File: src/rtl/hazard_stall_unit_if.sv
// Pipeline <-> hazard_stall_unit signal bundle: ID/EX hazard inputs in, stall/busy controls out.
interface hazard_stall_unit_if #(
    parameter int CNT_W = 32
);
    logic [4:0]       i_IFID_RegisterRs;
    logic [4:0]       i_IFID_RegisterRt;
    logic             i_IFID_UsesRt;
    logic             i_IFID_MulDiv;
    logic             i_IFID_ReadHiLo;
    logic             i_IDEX_MemRead;
    logic [4:0]       i_IDEX_RegisterRt;
    logic             i_Branch_Flush;
    logic             o_PCWrite;
    logic             o_IFIDWrite;
    logic             o_IDEX_Bubble;
    logic             o_MulDiv_Busy;
    logic             o_MulDiv_Done;
    logic [CNT_W-1:0] o_stall_cycles;

    modport master (
        output i_IFID_RegisterRs, i_IFID_RegisterRt, i_IFID_UsesRt, i_IFID_MulDiv,
               i_IFID_ReadHiLo, i_IDEX_MemRead, i_IDEX_RegisterRt, i_Branch_Flush,
        input  o_PCWrite, o_IFIDWrite, o_IDEX_Bubble, o_MulDiv_Busy, o_MulDiv_Done,
               o_stall_cycles
    );

    modport slave (
        input  i_IFID_RegisterRs, i_IFID_RegisterRt, i_IFID_UsesRt, i_IFID_MulDiv,
               i_IFID_ReadHiLo, i_IDEX_MemRead, i_IDEX_RegisterRt, i_Branch_Flush,
        output o_PCWrite, o_IFIDWrite, o_IDEX_Bubble, o_MulDiv_Busy, o_MulDiv_Done,
               o_stall_cycles
    );
endinterface

File: src/rtl/hazard_stall_unit.sv
// Load-use and MULT/DIV busy stall detection with the multiply/divide countdown timer.
// Optional saturating stall-cycle counter enabled by defining HAZARD_STALL_CNT_EN.
module hazard_stall_unit #(
    parameter int MULDIV_LATENCY = 32,
    parameter int CNT_W          = 32
) (
    input  logic                   i_clk,
    input  logic                   i_rst_n,
    hazard_stall_unit_if.slave     hs
);
    localparam int CW = $clog2(MULDIV_LATENCY + 1);
    localparam logic [CW-1:0] LAT = CW'(MULDIV_LATENCY);

    logic [CW-1:0] cnt_q, cnt_d;
    logic          lu, md, stall, issue;

    always_comb begin
        lu = hs.i_IDEX_MemRead && (hs.i_IDEX_RegisterRt != 5'd0) &&
             ((hs.i_IDEX_RegisterRt == hs.i_IFID_RegisterRs) ||
              (hs.i_IFID_UsesRt && (hs.i_IDEX_RegisterRt == hs.i_IFID_RegisterRt)));
        md    = (cnt_q != '0) && (hs.i_IFID_ReadHiLo || hs.i_IFID_MulDiv);
        // A squashed ID instruction is discarded anyway, so it neither stalls nor issues.
        stall = (lu || md) && !hs.i_Branch_Flush;
        issue = hs.i_IFID_MulDiv && !stall && !hs.i_Branch_Flush;
    end

    always_comb begin
        cnt_d = cnt_q;
        if (issue)
            cnt_d = LAT;
        else if (cnt_q != '0)
            cnt_d = cnt_q - CW'(1);
    end

    always_ff @(posedge i_clk or negedge i_rst_n) begin
        if (!i_rst_n)
            cnt_q <= '0;
        else
            cnt_q <= cnt_d;
    end

    assign hs.o_PCWrite     = !stall;
    assign hs.o_IFIDWrite   = !stall;
    assign hs.o_IDEX_Bubble = stall;
    assign hs.o_MulDiv_Busy = (cnt_q != '0);
    assign hs.o_MulDiv_Done = (cnt_q == CW'(1));

`ifdef HAZARD_STALL_CNT_EN
    logic [CNT_W-1:0] stall_cnt_q, stall_cnt_d;

    always_comb begin
        stall_cnt_d = stall_cnt_q;
        if (stall && (stall_cnt_q != {CNT_W{1'b1}}))
            stall_cnt_d = stall_cnt_q + {{(CNT_W-1){1'b0}}, 1'b1};
    end

    always_ff @(posedge i_clk or negedge i_rst_n) begin
        if (!i_rst_n)
            stall_cnt_q <= '0;
        else
            stall_cnt_q <= stall_cnt_d;
    end

    assign hs.o_stall_cycles = stall_cnt_q;
`else
    assign hs.o_stall_cycles = {CNT_W{1'b0}};
`endif
endmodule

File: src/flat_wrapper.sv
// flat-port wrapper written by rule: the top's interface ports become plain ports
module hazard_stall_unit_flat 
#(
    parameter int MULDIV_LATENCY = 32,
    parameter int CNT_W          = 32
)
  (i_clk, i_rst_n, hs_i_IFID_RegisterRs, hs_i_IFID_RegisterRt, hs_i_IFID_UsesRt, hs_i_IFID_MulDiv, hs_i_IFID_ReadHiLo, hs_i_IDEX_MemRead, hs_i_IDEX_RegisterRt, hs_i_Branch_Flush, hs_o_PCWrite, hs_o_IFIDWrite, hs_o_IDEX_Bubble, hs_o_MulDiv_Busy, hs_o_MulDiv_Done, hs_o_stall_cycles);
  hazard_stall_unit_if #(.CNT_W(CNT_W)) hs_i ();
  input  logic i_clk;
  input  logic i_rst_n;
  input wire logic [$bits(hs_i.i_IFID_RegisterRs)-1:0] hs_i_IFID_RegisterRs;
  input wire logic [$bits(hs_i.i_IFID_RegisterRt)-1:0] hs_i_IFID_RegisterRt;
  input wire logic [$bits(hs_i.i_IFID_UsesRt)-1:0] hs_i_IFID_UsesRt;
  input wire logic [$bits(hs_i.i_IFID_MulDiv)-1:0] hs_i_IFID_MulDiv;
  input wire logic [$bits(hs_i.i_IFID_ReadHiLo)-1:0] hs_i_IFID_ReadHiLo;
  input wire logic [$bits(hs_i.i_IDEX_MemRead)-1:0] hs_i_IDEX_MemRead;
  input wire logic [$bits(hs_i.i_IDEX_RegisterRt)-1:0] hs_i_IDEX_RegisterRt;
  input wire logic [$bits(hs_i.i_Branch_Flush)-1:0] hs_i_Branch_Flush;
  output wire logic [$bits(hs_i.o_PCWrite)-1:0] hs_o_PCWrite;
  output wire logic [$bits(hs_i.o_IFIDWrite)-1:0] hs_o_IFIDWrite;
  output wire logic [$bits(hs_i.o_IDEX_Bubble)-1:0] hs_o_IDEX_Bubble;
  output wire logic [$bits(hs_i.o_MulDiv_Busy)-1:0] hs_o_MulDiv_Busy;
  output wire logic [$bits(hs_i.o_MulDiv_Done)-1:0] hs_o_MulDiv_Done;
  output wire logic [$bits(hs_i.o_stall_cycles)-1:0] hs_o_stall_cycles;
  assign hs_i.i_IFID_RegisterRs = hs_i_IFID_RegisterRs;
  assign hs_i.i_IFID_RegisterRt = hs_i_IFID_RegisterRt;
  assign hs_i.i_IFID_UsesRt = hs_i_IFID_UsesRt;
  assign hs_i.i_IFID_MulDiv = hs_i_IFID_MulDiv;
  assign hs_i.i_IFID_ReadHiLo = hs_i_IFID_ReadHiLo;
  assign hs_i.i_IDEX_MemRead = hs_i_IDEX_MemRead;
  assign hs_i.i_IDEX_RegisterRt = hs_i_IDEX_RegisterRt;
  assign hs_i.i_Branch_Flush = hs_i_Branch_Flush;
  assign hs_o_PCWrite = hs_i.o_PCWrite;
  assign hs_o_IFIDWrite = hs_i.o_IFIDWrite;
  assign hs_o_IDEX_Bubble = hs_i.o_IDEX_Bubble;
  assign hs_o_MulDiv_Busy = hs_i.o_MulDiv_Busy;
  assign hs_o_MulDiv_Done = hs_i.o_MulDiv_Done;
  assign hs_o_stall_cycles = hs_i.o_stall_cycles;
  hazard_stall_unit #(.MULDIV_LATENCY(MULDIV_LATENCY), .CNT_W(CNT_W)) u_core (.i_clk(i_clk), .i_rst_n(i_rst_n), .hs(hs_i));
endmodule
File: config.mk
export PLATFORM = sky130hd
export DESIGN_NAME = hazard_stall_unit_flat
export DESIGN_NICKNAME = d
export VERILOG_FILES = /design/src/rtl/hazard_stall_unit_if.sv /design/src/rtl/hazard_stall_unit.sv /design/src/flat_wrapper.sv
export SDC_FILE = /design/constraint.sdc
export NUM_CORES = 1
export LEC_CHECK = 0
export CAP_MARGIN = 30
export CORE_MARGIN = 2
export CORE_UTILIZATION = 35
export CTS_BUF_LIST = sky130_fd_sc_hd__clkbuf_4 sky130_fd_sc_hd__clkbuf_8
export CTS_CLUSTER_SIZE = 30
export DETAILED_ROUTE_END_ITERATION = 8
export PLACE_DENSITY = 0.82
export REMOVE_ABC_BUFFERS = 1
export SETUP_SLACK_MARGIN = 0.05
export SLEW_MARGIN = 20
export SYNTH_ARGS = -nofsm -noshare
export SYNTH_HDL_FRONTEND = slang
export SYNTH_SLANG_ARGS = --single-unit
export TNS_END_PERCENT = 50
File: constraint.sdc
create_clock -name i_clk -period 2.1 [get_ports i_clk]
set_input_delay 0.315 -clock i_clk [delete_from_list [all_inputs] [get_ports i_clk]]
set_output_delay 0.315 -clock i_clk [all_outputs]
set_load 0.01 [all_outputs]
After elaboration in Yosys (flattened, before gate mapping)

Cells that the tools add are included.
Widths: inputs -> output; s select.

Muxes and demuxes: 2
Reductions and logical operators: 15
Equality and inequality tests: 3
$add $sub $neg: 1

Operators with widths:

| cell                | count |
|---|---|
| $mux 6              | 2 |
| $eq 5x5->1          | 2 |
| $logic_and 1x1->1   | 7 |
| $eq 6x1->1 const B  | 1 |
| $reduce_bool 6->1   | 1 |
| $sub 6x1->6 const B | 1 |
| $reduce_bool 5->1   | 1 |
| $logic_or 1x1->1    | 3 |
| $logic_not 1->1     | 2 |
| $reduce_bool 2->1   | 1 |

Input port bits: 22
Word-level logic and storage cells: 22
Output and inout port bits: 37
Register bits after elaboration: 6

Depth between registers and ports, before layout

Depth after elaboration: 10
Depth in mapped cells: 6
Mapped depth without buffers: 6

Least setup slack after synthesis

No wires, ideal clock.

Path kind: input port to output port
Start point: input hs_i_IDEX_RegisterRt[3]
End point: output hs_o_PCWrite
Required time: 1.785 ns
Stages on the path: 5
Slack: 0.379 ns
Data arrival time: 1.406 ns
Cell sequence: xor2_1 nor4_1 a32oi_1 o31a_1 buf_4

Longest elaborated chain between the ends: 7

RTL lines:

| element               | line                    | RTL |
|---|---|---|
| from (decl)           | flat_wrapper.sv:17      | `input wire logic [$bits(hs_i.i_IDEX_RegisterRt)-1:0] hs_i_IDEX_RegisterRt;` |
| $eq 5x5->1            | hazard_stall_unit.sv:20 | `(hs.i_IFID_UsesRt && (hs.i_IDEX_RegisterRt == hs.i_IFID_RegisterRt)));` |
| $logic_and 1x1->1     | hazard_stall_unit.sv:20 |  |
| $logic_or 1x1->1      | hazard_stall_unit.sv:19 | `((hs.i_IDEX_RegisterRt == hs.i_IFID_RegisterRs) \|\|` |
| $logic_and 1x1->1 (*) | hazard_stall_unit.sv:18 | `lu = hs.i_IDEX_MemRead && (hs.i_IDEX_RegisterRt != 5'd0) &&` |
| $logic_or 1x1->1 (*)  | hazard_stall_unit.sv:23 | `stall = (lu \|\| md) && !hs.i_Branch_Flush;` |
| $logic_and 1x1->1 (*) | hazard_stall_unit.sv:23 |  |
| $logic_not 1->1 (*)   | -                       |  |
| to (decl)             | flat_wrapper.sv:19      | `output wire logic [$bits(hs_i.o_PCWrite)-1:0] hs_o_PCWrite;` |

Mark *: on every way between the ends. The rest lies on a longest branch, timed or not.

Worst setup path in the final report

Start point: input hs_i_IDEX_RegisterRt[2]
End point: output hs_o_IDEX_Bubble

Longest elaborated chain between the ends: 6

RTL lines:

| element               | line                    | RTL |
|---|---|---|
| $eq 5x5->1            | hazard_stall_unit.sv:20 |  |
| $logic_and 1x1->1     | hazard_stall_unit.sv:20 |  |
| $logic_or 1x1->1      | hazard_stall_unit.sv:19 |  |
| $logic_and 1x1->1 (*) | hazard_stall_unit.sv:18 |  |
| $logic_or 1x1->1 (*)  | hazard_stall_unit.sv:23 |  |
| $logic_and 1x1->1 (*) | hazard_stall_unit.sv:23 |  |
| to (decl)             | flat_wrapper.sv:21      | `output wire logic [$bits(hs_i.o_IDEX_Bubble)-1:0] hs_o_IDEX_Bubble;` |

Marked as above.

==> impl_metrics.json <==
{
  "status": "completed",
  "synth-main-ff-cell": "dfrtp_1",
  "async_flop_share_pct": 100,
  "drcViolationCount": 0,
  "dieArea_mm2": 0.00267,
  "path_cells": "dlygate4sd2_1 > xor2_1 > nor4_2 > a32oi_1 > buf_4 > o31ai_2 > buf_2",
  "grt_max_degree": 7,
  "syn-cell-area_um2": 797,
  "dpl.hpwl_mm": 1.33,
  "synth-edff-count": 0,
  "finClkSkew_ps": 4.72,
  "max_freq_mhz": 491,
  "mostFrequentLayoutCells": "conb_1, buf_4, clkdlybuf4s50_1",
  "syn_area_per_cell_um2": 8.57,
  "first_iter_violations": 7,
  "ir_worst_vdd_v": 0.000364,
  "synthCells": 93,
  "layout_commonest_cell": "conb_1",
  "layoutNonFillerInstCount": 161,
  "die_y_um": 51.7,
  "postRouteAntennaNets": 0,
  "die_w_um": 51.7,
  "fin_crit_sh_pct": 97.0,
  "areaGrowthSynthToFinish_pct": 37.7,
  "initial_core_util_pct": 36.4,
  "met1_length_um": 551,
  "startpoint_type": "primary input",
  "dr_total_vias": 688,
  "num_rows": 17,
  "grt_pass1_wl_mm": 2.50,
  "io_buffers": 26,
  "total_leakage_power_uw": 0.000562,
  "crit_required_ps": 1780,
  "numCtsBuffers": 3,
  "place.gp.congestion": 0.725,
  "path_buf_inv": 3,
  "clk_latency_ps": 260,
  "final_core_util_pct": 50.1,
  "dp_slack_ps": -462,
  "slowest_delay_ps": 270,
  "powerDensity_mw_per_mm2": 774,
  "cts.clk_slew.worst_paths_ps": 50,
  "min_path_type": "in -> async",
  "nFillCells": 204,
  "regMostFlops": "u_core.cnt_q",
  "routedWlPerCell_um": 10.1,
  "grt-ovfl-total": 0,
  "cpLargestDelayFamily": "buffers and inverters",
  "largest_reg_flops": 6,
  "yosysSeqAreaShare_pct": 18.8,
  "yosys-top-cells-area": "buf_4, dfrtp_1, xor2_1, ha_1, mux2_1",
  "endpoint_kind": "primary output",
  "power.total_uw": 849,
  "cts-root-buf": "clkbuf_4",
  "tns_ps": 0,
  "dp_cells": 155,
  "yosys.area.top_type": "buf_4",
  "ff2ff_path_depth": 8,
  "finalHoldViolCount": 0,
  "rrSetupSlack_ps": 400,
  "clkSinkCount": 6,
  "grt_pass1_vias": 637,
  "cts_tree": "yes",
  "highest_layer": "met4",
  "antennaDiodeCount": 0,
  "critical_path_class": "in -> out",
  "setup_viol": 0,
  "fin_ws_ps": 62.9,
  "drive_gt1_share_pct": 21.8,
  "r2r-end": "u_core.cnt_q[0]$_DFFE_PN0P_",
  "route.met2.wl_um": 884,
  "maxCapViolCount": 0,
  "clockBufferDepth": 2,
  "crit_arrival_ps": 1720,
  "via_per_inst": 4.27,
  "nets": 160,
  "firstDrtPassIters": 3,
  "grt_usage_pct": 13.0,
  "cp_slowest_cell": "dlygate4sd2_1",
  "r2r-start": "u_core.cnt_q[1]$_DFFE_PN0P_",
  "wl_mm": 1.63,
  "cp_max_fo": 3,
  "synth_warnings": 0,
  "core_mm2": 0.00219,
  "met3_length_um": 150,
  "htreeDepth": 1,
  "antenna_found_initial": 0,
  "synth_top_area_share_pct": 31.1,
  "num_io_pins": 59,
  "ys_types": 31,
  "slew_viol_final": 0,
  "period_needed_ps": 2040,
  "top_regs": "u_core.cnt_q x6",
  "grt_setup_unrepaired": "true",
  "synth.ff_latch_count": 6
}
[logic make-up (layout without fill, tap and decap cells)]
| group | count (synthesis) | after routing | share of synthesized area, % |
|---|---|---|---|
| mux | 3 | 3 | 4.08 |
| simple gates | 19 | 19 | 14.4 |
| buf+inv | 38 | 47 | 33.4 |
| xor+xnor | 11 | 11 | 12.1 |
| compound gates | 12 | 12 | 11.9 |
| fa+ha+maj | 3 | 3 | 4.71 |
| flops | 6 | 6 | 18.8 |
| other cells | 1 | 32 | 0.471 |
[layout make-up]
type | instances | area (µm²) | area share [%]
multi-input combinational | 80 | 523 | 47.7
timing repair buffer | 39 | 348 | 31.7
sequential | 6 | 150 | 13.7
tap | 28 | 35.0 | 3.19
clock buffer | 3 | 22.5 | 2.05
inverter | 5 | 18.8 | 1.71
[layer usage]
layer | track usage (%) | up-vias
li1 | - | 332
met1 | 11.7 | 311
met2 | 24.6 | 40
met3 | 4.31 | 5
met4 | 7.89 | 0
met5 | 0 | -
[cell usage after synthesis, drive strengths merged (2+ instances only)]
cell	n
or3	2
o31ai	2
nor4	2
xor2	9
inv	5
o21ai	3
ha	3
buf	33
xnor2	2
o21a	2
nor2	4
mux2	2
nand2	3
nor3b	2
dfrtp	6
nand2b	2
[timing repair]
item,in CTS,in global routing
setup buffers,2,1
resized for setup,19,9
hold buffers,0,0
hold endpoints to repair,0,0
endpoints found under the setup margin,5,3
pin swaps,6,3
[report_power, final]
| group | total, µW | switching, µW | internal (µW) |
|---|---|---|---|
| combinational | 517 | 253 | 264 |
| sequential | 217 | 40.4 | 177 |
| clock | 115 | 49.7 | 65.2 |
| total | 849 | 343 | 506 |
[stage by stage]
step / area (µm²) / hold slack, ps
after CTS: 1050 / 322
after global routing: 1100 / 329
after detailed placement: 1040 / 555
after global placement: 1040 / 542
final: 1100 / 307
after floorplan: 666 / 19.4
[how the worst max path moves through the flow]
stage | from | end | depth (start not counted)
6_report | hs_i_IDEX_RegisterRt[2] | hs_o_IDEX_Bubble | 7
5_1_grt | hs_i_IDEX_RegisterRt[2] | hs_o_IDEX_Bubble | 7
4_1_cts | hs_i_IFID_RegisterRt[3] | hs_o_IDEX_Bubble | 7
3_5_place_dp | hs_i_IDEX_RegisterRt[3] | hs_o_IDEX_Bubble | 6
3_3_place_gp | hs_i_IDEX_RegisterRt[3] | hs_o_IDEX_Bubble | 6
2_1_floorplan | hs_i_IDEX_RegisterRt[3] | hs_o_IDEX_Bubble | 4
No activity file was read; power rests on OpenSTA's default activity.
